--- config.mk ---
export PLATFORM = sky130hd
export DESIGN_NAME = dmem_arbiter
export DESIGN_NICKNAME = d
export VERILOG_FILES = /design/src/rtl/dmem_arb_pkg.sv /design/src/rtl/dmem_arb_sat_counter.sv /design/src/rtl/dmem_arbiter.sv
export SDC_FILE = /design/constraint.sdc
export NUM_CORES = 1
export LEC_CHECK = 0
export ABC_AREA = 1
export ABC_CLOCK_PERIOD_IN_PS = 3500
export BUFFER_PORTS_ARGS = -buffer_cell sky130_fd_sc_hd__buf_2
export CAP_MARGIN = 20
export CORE_MARGIN = 10
export CORE_UTILIZATION = 48
export CTS_BUF_LIST = sky130_fd_sc_hd__clkbuf_4 sky130_fd_sc_hd__clkbuf_8
export DETAILED_ROUTE_END_ITERATION = 7
export HOLD_SLACK_MARGIN = 0.08
export PLACE_DENSITY = 0.87
export SYNTH_ARGS = -nofsm -noshare
export SYNTH_HDL_FRONTEND = slang
export SYNTH_SLANG_ARGS = --single-unit
export TNS_END_PERCENT = 50
--- constraint.sdc ---
create_clock -name clk -period 3.5 [get_ports clk]
set_input_delay 0 -clock clk [delete_from_list [all_inputs] [get_ports clk]]
set_output_delay 0 -clock clk [all_outputs]
set_load 0.05 [all_outputs]
--- src/rtl/dmem_arb_pkg.sv ---
// Shared types and constants for the data-RAM arbiter.
package dmem_arb_pkg;

  typedef enum logic [1:0] {
    IDLE    = 2'd0,
    OWN_CPU = 2'd1,
    OWN_DMA = 2'd2
  } arb_state_e;

  localparam logic REQ_CPU = 1'b0;
  localparam logic REQ_DMA = 1'b1;

  localparam int BURST_W = 4;

endpackage

--- src/rtl/dmem_arb_sat_counter.sv ---
// Saturating up-counter with synchronous clear (highest priority) and load-to-one.
module dmem_arb_sat_counter #(
  parameter int WIDTH = 4,
  parameter int MAX   = (1 << WIDTH) - 1
) (
  input  logic             clk,
  input  logic             reset,
  input  logic             clr,
  input  logic             load1,
  input  logic             inc,
  output logic [WIDTH-1:0] cnt
);

  localparam logic [WIDTH-1:0] CNT_MAX = WIDTH'(MAX);

  always_ff @(posedge clk or negedge reset) begin
    if (!reset) begin
      cnt <= '0;
    end else if (clr) begin
      cnt <= '0;
    end else if (load1) begin
      cnt <= WIDTH'(1);
    end else if (inc && (cnt != CNT_MAX)) begin
      cnt <= cnt + WIDTH'(1);
    end
  end

endmodule

--- src/rtl/dmem_arbiter.sv ---
// Two-requester (CPU / DMA loader) arbiter for the single-port data RAM with burst-limited ownership.
// Optional ARB_STATS_EN adds saturating per-requester grant counters with a synchronous clear.
//
// state   | meaning
// IDLE    | no owner; round-robin against last_owner on a tie
// OWN_CPU | CPU granted last cycle; keeps the port until the burst limit if DMA waits
// OWN_DMA | DMA granted last cycle; keeps the port until the burst limit if CPU waits
module dmem_arbiter
  import dmem_arb_pkg::*;
#(
  parameter int ADDR_WIDTH = 10,
  parameter int DATA_WIDTH = 32,
  parameter int MAX_BURST  = 4
) (
  input  logic                  clk,
  input  logic                  reset,
  input  logic                  cpu_req,
  input  logic                  cpu_we,
  input  logic [ADDR_WIDTH-1:0] cpu_addr,
  input  logic [DATA_WIDTH-1:0] cpu_wdata,
  output logic                  cpu_gnt,
  output logic                  cpu_rvalid,
  output logic [DATA_WIDTH-1:0] cpu_rdata,
  input  logic                  dma_req,
  input  logic                  dma_we,
  input  logic [ADDR_WIDTH-1:0] dma_addr,
  input  logic [DATA_WIDTH-1:0] dma_wdata,
  output logic                  dma_gnt,
  output logic                  dma_rvalid,
  output logic [DATA_WIDTH-1:0] dma_rdata,
  output logic                  mem_en,
  output logic                  mem_we,
  output logic [ADDR_WIDTH-1:0] mem_addr,
  output logic [DATA_WIDTH-1:0] mem_wdata,
  input  logic [DATA_WIDTH-1:0] mem_rdata,
`ifdef ARB_STATS_EN
  input  logic                  stats_clr,
  output logic [15:0]           cpu_gnt_cnt,
  output logic [15:0]           dma_gnt_cnt,
`endif
  output logic [1:0]            owner
);

  localparam logic [BURST_W-1:0] BURST_LIM = BURST_W'(MAX_BURST);

  arb_state_e           state;
  logic                 last_owner;
  logic [BURST_W-1:0]   burst_cnt;
  logic                 burst_full;
  logic                 new_owner;
  logic                 any_gnt;
  logic                 burst_clr;
  logic                 burst_inc;
  logic [DATA_WIDTH-1:0] cpu_rdata_q;
  logic [DATA_WIDTH-1:0] dma_rdata_q;

  assign burst_full = (burst_cnt >= BURST_LIM);

  always_comb begin
    cpu_gnt = 1'b0;
    dma_gnt = 1'b0;
    case (state)
      IDLE: begin
        if (cpu_req && dma_req) begin
          cpu_gnt = (last_owner == REQ_DMA);
          dma_gnt = (last_owner == REQ_CPU);
        end else begin
          cpu_gnt = cpu_req;
          dma_gnt = dma_req;
        end
      end
      OWN_CPU: begin
        if (cpu_req) begin
          dma_gnt = dma_req && burst_full;
          cpu_gnt = !(dma_req && burst_full);
        end else begin
          dma_gnt = dma_req;
        end
      end
      OWN_DMA: begin
        if (dma_req) begin
          cpu_gnt = cpu_req && burst_full;
          dma_gnt = !(cpu_req && burst_full);
        end else begin
          cpu_gnt = cpu_req;
        end
      end
      default: begin
        cpu_gnt = 1'b0;
        dma_gnt = 1'b0;
      end
    endcase
  end

  // Command mux: everything reads as zero when nobody is granted.
  assign mem_en    = cpu_gnt | dma_gnt;
  assign mem_we    = cpu_gnt ? cpu_we    : (dma_gnt ? dma_we    : 1'b0);
  assign mem_addr  = cpu_gnt ? cpu_addr  : (dma_gnt ? dma_addr  : '0);
  assign mem_wdata = cpu_gnt ? cpu_wdata : (dma_gnt ? dma_wdata : '0);

  assign any_gnt   = cpu_gnt | dma_gnt;
  assign new_owner = (cpu_gnt && (state != OWN_CPU)) || (dma_gnt && (state != OWN_DMA));
  assign burst_inc = any_gnt && !new_owner;
  assign burst_clr = !any_gnt && (state != IDLE);

  dmem_arb_sat_counter #(
    .WIDTH (BURST_W),
    .MAX   (MAX_BURST)
  ) u_burst_cnt (
    .clk   (clk),
    .reset (reset),
    .clr   (burst_clr),
    .load1 (new_owner),
    .inc   (burst_inc),
    .cnt   (burst_cnt)
  );

  always_ff @(posedge clk or negedge reset) begin
    if (!reset) begin
      state       <= IDLE;
      last_owner  <= REQ_DMA;
      cpu_rvalid  <= 1'b0;
      dma_rvalid  <= 1'b0;
      cpu_rdata_q <= '0;
      dma_rdata_q <= '0;
    end else begin
      cpu_rvalid <= cpu_gnt & ~cpu_we;
      dma_rvalid <= dma_gnt & ~dma_we;
      if (cpu_rvalid) cpu_rdata_q <= mem_rdata;
      if (dma_rvalid) dma_rdata_q <= mem_rdata;
      if (cpu_gnt) begin
        state <= OWN_CPU;
      end else if (dma_gnt) begin
        state <= OWN_DMA;
      end else begin
        if (state == OWN_CPU) last_owner <= REQ_CPU;
        else if (state == OWN_DMA) last_owner <= REQ_DMA;
        state <= IDLE;
      end
    end
  end

  // RAM data is only valid in the cycle after the read; the holding register keeps it afterwards.
  assign cpu_rdata = cpu_rvalid ? mem_rdata : cpu_rdata_q;
  assign dma_rdata = dma_rvalid ? mem_rdata : dma_rdata_q;
  assign owner     = state;

`ifdef ARB_STATS_EN
  dmem_arb_sat_counter #(
    .WIDTH (16)
  ) u_cpu_stats (
    .clk   (clk),
    .reset (reset),
    .clr   (stats_clr),
    .load1 (1'b0),
    .inc   (cpu_gnt),
    .cnt   (cpu_gnt_cnt)
  );

  dmem_arb_sat_counter #(
    .WIDTH (16)
  ) u_dma_stats (
    .clk   (clk),
    .reset (reset),
    .clr   (stats_clr),
    .load1 (1'b0),
    .inc   (dma_gnt),
    .cnt   (dma_gnt_cnt)
  );
`endif

endmodule

==> reports/summary.txt, run 1 <==
=====================================================================================
Starting Density                                                                48.8%
Die Footprint                                                               11700 um2
Hold Crit Class                                                             in -> reg
Maximum number of pins on one net before global-route repair                       49
Fraction of layout instances using a drive strength above 1                     61.2%
Synthesized flop and latch total                                                   73
Row Count                                                                          32
Area growth from synthesis to layout                                            47.5%
Setup crit start kind                                                       flip-flop
Count of non-filler cells in the finished layout                                  728
Ratio of final minimum period to clock period                                   70.3%
Number of distinct library cells after synthesis                                   25
Register-to-register setup slack                                              1.80 ns
Number of standard cells after synthesis                                          350
Vias                                                                             3561
Crit path max-delay cell type                                            sky130_fd_sc_hd__inv_2
Die height                                                                     108 um
Cell taking the most area after synthesis                                sky130_fd_sc_hd__dfrtp_1
Most frequent standard cell in the layout excluding fill and tap cells   sky130_fd_sc_hd__buf_2
Number of warnings reported in the yosys synthesis log                              0
Clock buffer depth                                                                  2
Cell area after technology mapping                                           3730 um2
Setup total negative slack                                                       0 ns
Average cell area after synthesis                                            10.7 um2
Detailed Routing Iterations Pass 1                                                  5
Number of max-slew violations in the final report                                   0
CTS clk-pin slew, worst paths                                                 0.08 ns
Slew at the pin closest to its max-slew limit                                0.668 ns
Sinks on the clock net                                                             73
Number of DRC violations after detailed routing                                     0
Critical-path maximum fanout                                                       45
Half-perimeter wire length after detailed placement                           10.1 mm
H-tree depth reported by CTS                                                        3
Count of buffers added by post-CTS timing repair for setup                          0
Relative slew margins                                                           55.4%
Synthesized netlist net count                                                     478
Setup repair after global routing missed its margin                                no
Type of element capturing the critical path                              primary output
Antenna violations before repair                                                    1
Clock tree skew after final layout                                          0.0172 ns
CTS tree                                                                         done
Sequential-to-total area share from yosys stat                                  48.9%
Fmax                                                                          406 MHz
RePlAce Congestion                                                              0.906
Final-report hold violation count                                                   0
Clock period minus final worst setup slack                                    2.46 ns
Routed via count divided by cell count                                           4.89
Global routing usage summed across all routing layers                           22.6%
Violation count after the first detailed-route iteration                          153
Smallest hold slack                                                          0.172 ns
Delay of the slowest cell on the worst path                                   0.51 ns
# IOs                                                                             236
Outcome                                                                  finished, final reports clean
Vias in the first global route                                                   3776
Port Buf Inserts                                                                  235
Clk_lat worst skew                                                            0.36 ns
ANT nets after route                                                                0
Arrival time reported for the critical path endpoint                          2.46 ns
Max-cap check violation count                                                       0
Final layout net count                                                            746
Post-synth top area share                                                       48.2%
Number of gates resized after cts                                                   0
Required time of the critical path                                            3.50 ns
Grt total ovfl                                                                      0
First-pass GRT wire length                                                    20.7 mm
Floorplan core area                                                          7650 um2
DP Cell Count                                                                     674
CP Class                                                                   reg -> out
Drt total wl                                                                  13.6 mm
Highest-count cells in the layout ignoring fill and taps                 sky130_fd_sc_hd__buf_2 (235), sky130_fd_sc_hd__nand2_1 (81), sky130_fd_sc_hd__dfrtp_1 (72)
End-of-flow core utilization                                                    72.0%
Cells along the critical path                                            inv_1 > ha_1 > o21ai_1 > nand3_2 > nand2_4 > inv_2 > nand2_1 > nand2_2 > buf_2
Count of endpoints failing setup in the final report                                0
Routed WL per cell                                                            18.7 um
Chip Width                                                                     108 um
Root buffer cell                                                         sky130_fd_sc_hd__clkbuf_8
Synth area leaders                                                       sky130_fd_sc_hd__dfrtp_1 (48%), sky130_fd_sc_hd__mux2_2 (15%), sky130_fd_sc_hd__nand2_2 (11%)
Inserted Clock Buffers                                                              9
=====================================================================================
## cells in the mapped netlist
library cell and number:
sky130_fd_sc_hd__a21boi_1 1, sky130_fd_sc_hd__buf_12 4, sky130_fd_sc_hd__buf_2 10, sky130_fd_sc_hd__clkbuf_1 2, sky130_fd_sc_hd__dfrtp_1 72, sky130_fd_sc_hd__dfstp_2 1, sky130_fd_sc_hd__ha_1 6, sky130_fd_sc_hd__inv_1 9
sky130_fd_sc_hd__inv_2 2, sky130_fd_sc_hd__inv_4 1, sky130_fd_sc_hd__inv_8 1, sky130_fd_sc_hd__mux2_1 13, sky130_fd_sc_hd__mux2_2 51, sky130_fd_sc_hd__nand2_1 81, sky130_fd_sc_hd__nand2_2 65, sky130_fd_sc_hd__nand2_4 3
sky130_fd_sc_hd__nand3_1 7, sky130_fd_sc_hd__nand3_2 2, sky130_fd_sc_hd__nand3b_1 2, sky130_fd_sc_hd__nand4_1 4, sky130_fd_sc_hd__nor2_1 5, sky130_fd_sc_hd__nor2_2 1, sky130_fd_sc_hd__o21ai_0 2, sky130_fd_sc_hd__o21ai_1 3
sky130_fd_sc_hd__xor2_1 2
## area by class of cell
class,instances,area [um2]
tap,102,128
clock buffer,9,124
clock inverter,7,103
multi-input combinational,248,1710
timing repair buffer,273,1550
inverter,13,58.8
sequential,73,1830
antenna,3,7.51
fill,547,2140
## final timing paths
check,cells after the start,end,from
worst min register to register,1,cpu_rdata_q[25],cpu_rdata_q[25]
max in group asynchronous,3,cpu_rdata_q[7],reset
min in group asynchronous,2,cpu_rdata_q[9],reset
worst max register to register,6,owner[0],owner[0]
worst max-delay path,9,mem_wdata[3],owner[0]
worst min-delay path,5,cpu_rvalid,cpu_req
## stage by stage
stage               setup slack (ns)  instance area, um2
global route                   0.803                5500
CTS                             1.01                5500
detailed placement              1.41                4920
finish                          1.04                5510
floorplan                       1.26                3730
global placement                1.51                4920
## metal layers
| layer | track usage (%) | wire (um) | vias up |
|---|---|---|---|
| li1 | - | - | 1668 |
| met1 | 23.1 | 4800 | 1662 |
| met2 | 38.3 | 6960 | 201 |
| met3 | 9.04 | 1390 | 30 |
| met4 | 13.5 | 458 | 0 |
| met5 | 0 | 0 | - |
## registers in the layout (all words and copies together), names as in the netlist
| name | flops |
|---|---|
| dma_rvalid | 1 |
| u_burst_cnt.cnt | 4 |
| last_owner | 1 |
| cpu_rvalid | 1 |
| owner | 2 |
| cpu_rdata_q | 32 |
| dma_rdata_q | 32 |
## repair_timing
| action | in CTS | in global routing |
|---|---|---|
| setup endpoints to repair | 0 | 0 |
| hold buffers | 35 | 0 |
| hold endpoints to repair | 91 | 0 |
## cells by family after synthesis
logic type	Yosys count	synth area share (%)
compound gates	6	0.871
xor+xnor	2	0.469
buf+inv	29	5.26
simple gates	170	23.1
flops	73	48.9
mux	64	19.3
fa+ha+maj	6	2.01
## worst max-delay path: cells and delay by family (launching register included)
kind | cells | cell delay (ns)
flops | 1 | 0.42
fa+ha+maj | 1 | 0.19
compound gates | 1 | 0.10
simple gates | 4 | 0.51
buf+inv | 3 | 0.89
Power of run 1 is not shown: default switching activity piles up to over one toggle a cycle in this logic, so the estimate is an artifact.
==> inputs of run 2 (changes only) <==
--- a/config.mk
+++ b/config.mk
@@ -6,15 +6,15 @@
 export NUM_CORES = 1
 export LEC_CHECK = 0
 export ABC_AREA = 1
-export ABC_CLOCK_PERIOD_IN_PS = 3500
+export ABC_CLOCK_PERIOD_IN_PS = 2300
 export BUFFER_PORTS_ARGS = -buffer_cell sky130_fd_sc_hd__buf_2
 export CAP_MARGIN = 20
 export CORE_MARGIN = 10
-export CORE_UTILIZATION = 48
+export CORE_UTILIZATION = 44
 export CTS_BUF_LIST = sky130_fd_sc_hd__clkbuf_4 sky130_fd_sc_hd__clkbuf_8
 export DETAILED_ROUTE_END_ITERATION = 7
 export HOLD_SLACK_MARGIN = 0.08
-export PLACE_DENSITY = 0.87
+export PLACE_DENSITY = 0.8
 export SYNTH_ARGS = -nofsm -noshare
 export SYNTH_HDL_FRONTEND = slang
 export SYNTH_SLANG_ARGS = --single-unit
==> constraint.sdc (replaced) <==
create_clock -name clk -period 2.3 [get_ports clk]
set_input_delay 0 -clock clk [delete_from_list [all_inputs] [get_ports clk]]
set_output_delay 0 -clock clk [all_outputs]
set_load 0.05 [all_outputs]
==> reports/summary.txt, run 2 (synthesized netlist as in run 1, its figures left out) <==
=====================================================================================
Outcome                                                                  finished, final reports clean
RePlAce Congestion                                                              0.865
Die Footprint                                                               12600 um2
Setup crit start kind                                                       flip-flop
Sinks on the clock net                                                             73
Critical-path maximum fanout                                                       34
Highest-count cells in the layout ignoring fill and taps                 sky130_fd_sc_hd__buf_2 (222), sky130_fd_sc_hd__nand2_1 (81), sky130_fd_sc_hd__dfrtp_1 (72)
Cells along the critical path                                            ha_1 > nor2_1 > nand2_4 > inv_4 > buf_12 > nand2_1 > nand2_2 > buf_2
Clk_lat worst skew                                                            0.35 ns
Number of DRC violations after detailed routing                                     0
Worst-case setup margin in the final layout                                  0.166 ns
Fmax                                                                          469 MHz
Inserted Clock Buffers                                                              9
Violation count after the first detailed-route iteration                          127
Vias in the first global route                                                   3775
Fill cell instance count of the final layout                                      626
Clock period minus final worst setup slack                                    2.13 ns
Routed via count divided by cell count                                           4.77
CTS clk-pin slew, worst paths                                                 0.07 ns
Routed WL per cell                                                            17.8 um
Diode count                                                                         0
H-tree depth reported by CTS                                                        3
Registers with the highest flip-flop counts                              cpu_rdata_q (32), dma_rdata_q (32), u_burst_cnt.cnt (4)
Clock buffer depth                                                                  2
Required time of the critical path                                            2.30 ns
Port Buf Inserts                                                                  235
First-pass GRT wire length                                                    20.0 mm
Fraction of layout instances using a drive strength above 1                     61.3%
Count of endpoints failing setup in the final report                                0
Row Count                                                                          33
Chip Width                                                                     112 um
Global routing usage summed across all routing layers                           19.5%
Starting Density                                                                45.2%
Maximum number of pins on one net before global-route repair                       44
Half-perimeter wire length after detailed placement                           10.1 mm
Die height                                                                     112 um
Area growth from synthesis to layout                                            49.7%
End-of-flow core utilization                                                    67.7%
CTS tree                                                                         done
Clock tree skew after final layout                                          0.0155 ns
Relative slew margins                                                           48.2%
Antenna violations before repair                                                    0
CP Class                                                                   reg -> out
Slew at the pin closest to its max-slew limit                                0.777 ns
Area of all sequential standard cells                                        1830 um2
Final-report hold violation count                                                   0
Count of buffers added by post-CTS timing repair for setup                          0
Grt total ovfl                                                                      0
Setup total negative slack                                                       0 ns
Arrival time reported for the critical path endpoint                          2.13 ns
Pre-CTS WS                                                                   0.428 ns
Vias                                                                             3484
# IOs                                                                             236
Root buffer cell                                                         sky130_fd_sc_hd__clkbuf_8
Hold Crit Class                                                             in -> reg
Area of combinational cells with multiple inputs                             1710 um2
Number of max-slew violations in the final report                                   0
Type of element capturing the critical path                              primary output
Ratio of final minimum period to clock period                                   92.8%
Floorplan core area                                                          8260 um2
Final layout net count                                                            748
Delay of the slowest cell on the worst path                                   0.42 ns
Max-cap check violation count                                                       0
Setup repair after global routing missed its margin                                no
Detailed Routing Iterations Pass 1                                                  4
Most frequent standard cell in the layout excluding fill and tap cells   sky130_fd_sc_hd__buf_2
Crit path max-delay cell type                                            sky130_fd_sc_hd__dfrtp_1
Drt total wl                                                                  13.0 mm
ANT nets after route                                                                0
=====================================================================================
## run 2: worst paths after layout
check	start	end	slack, ns	cells past startpoint
max	owner[0]	mem_wdata[9]	0.17	8
min	cpu_req	cpu_rvalid	0.17	5
max reg2reg	owner[0]	u_burst_cnt.cnt[1]	0.70	10
min reg2reg	cpu_rdata_q[3]	cpu_rdata_q[3]	0.49	1
max in group asynchronous	reset	last_owner	1.30	3
min in group asynchronous	reset	dma_rdata_q[25]	0.28	2
## run 2: worst max-delay path, delay by kind of cell, from the launching register on
kind                     cells  cell delay, ns
buffers and inverters        3            0.60
AND/OR/NAND/NOR              4            0.52
flip-flops                   1            0.42
adder cells (fa/ha/maj)      1            0.23
## run 2: area by class of cell
cell class	instances	area share [%]
Clock inverter	6	1.61
Inverter	13	1.43
Multi-Input combinational cell	248	30.6
Tap cell	105	2.35
Sequential cell	73	32.7
Clock buffer	10	2.35
Timing Repair Buffer	275	29.0
## run 2: per-stage QoR
step                      hold slack [ns]  area (um2)  cells
after floorplan                    -0.296        3730    350
after global placement             0.0986        4970    679
after detailed placement            0.115        4970    679
after CTS                           0.146        5540    730
after global routing                0.208        5590    730
final                               0.175        5590    730
## run 2: timing repair
action / 4_1_cts / 5_1_grt
resized for setup: 0 / 17
hold endpoints to repair: 99 / 0
endpoints found under the setup margin: 0 / 42
hold buffers: 35 / 0
## run 2: layer usage
metal,GRT usage (%),vias to the layer above,part of all wire [%],routed length (um)
met5,0,-,0,0
met4,6.51,0,2.1,275
li1,-,1660,-,-
met1,18.5,1632,35,4550
met3,8.41,22,10,1320
met2,36.6,170,53,6870
Power of run 2 is left out for the same reason.
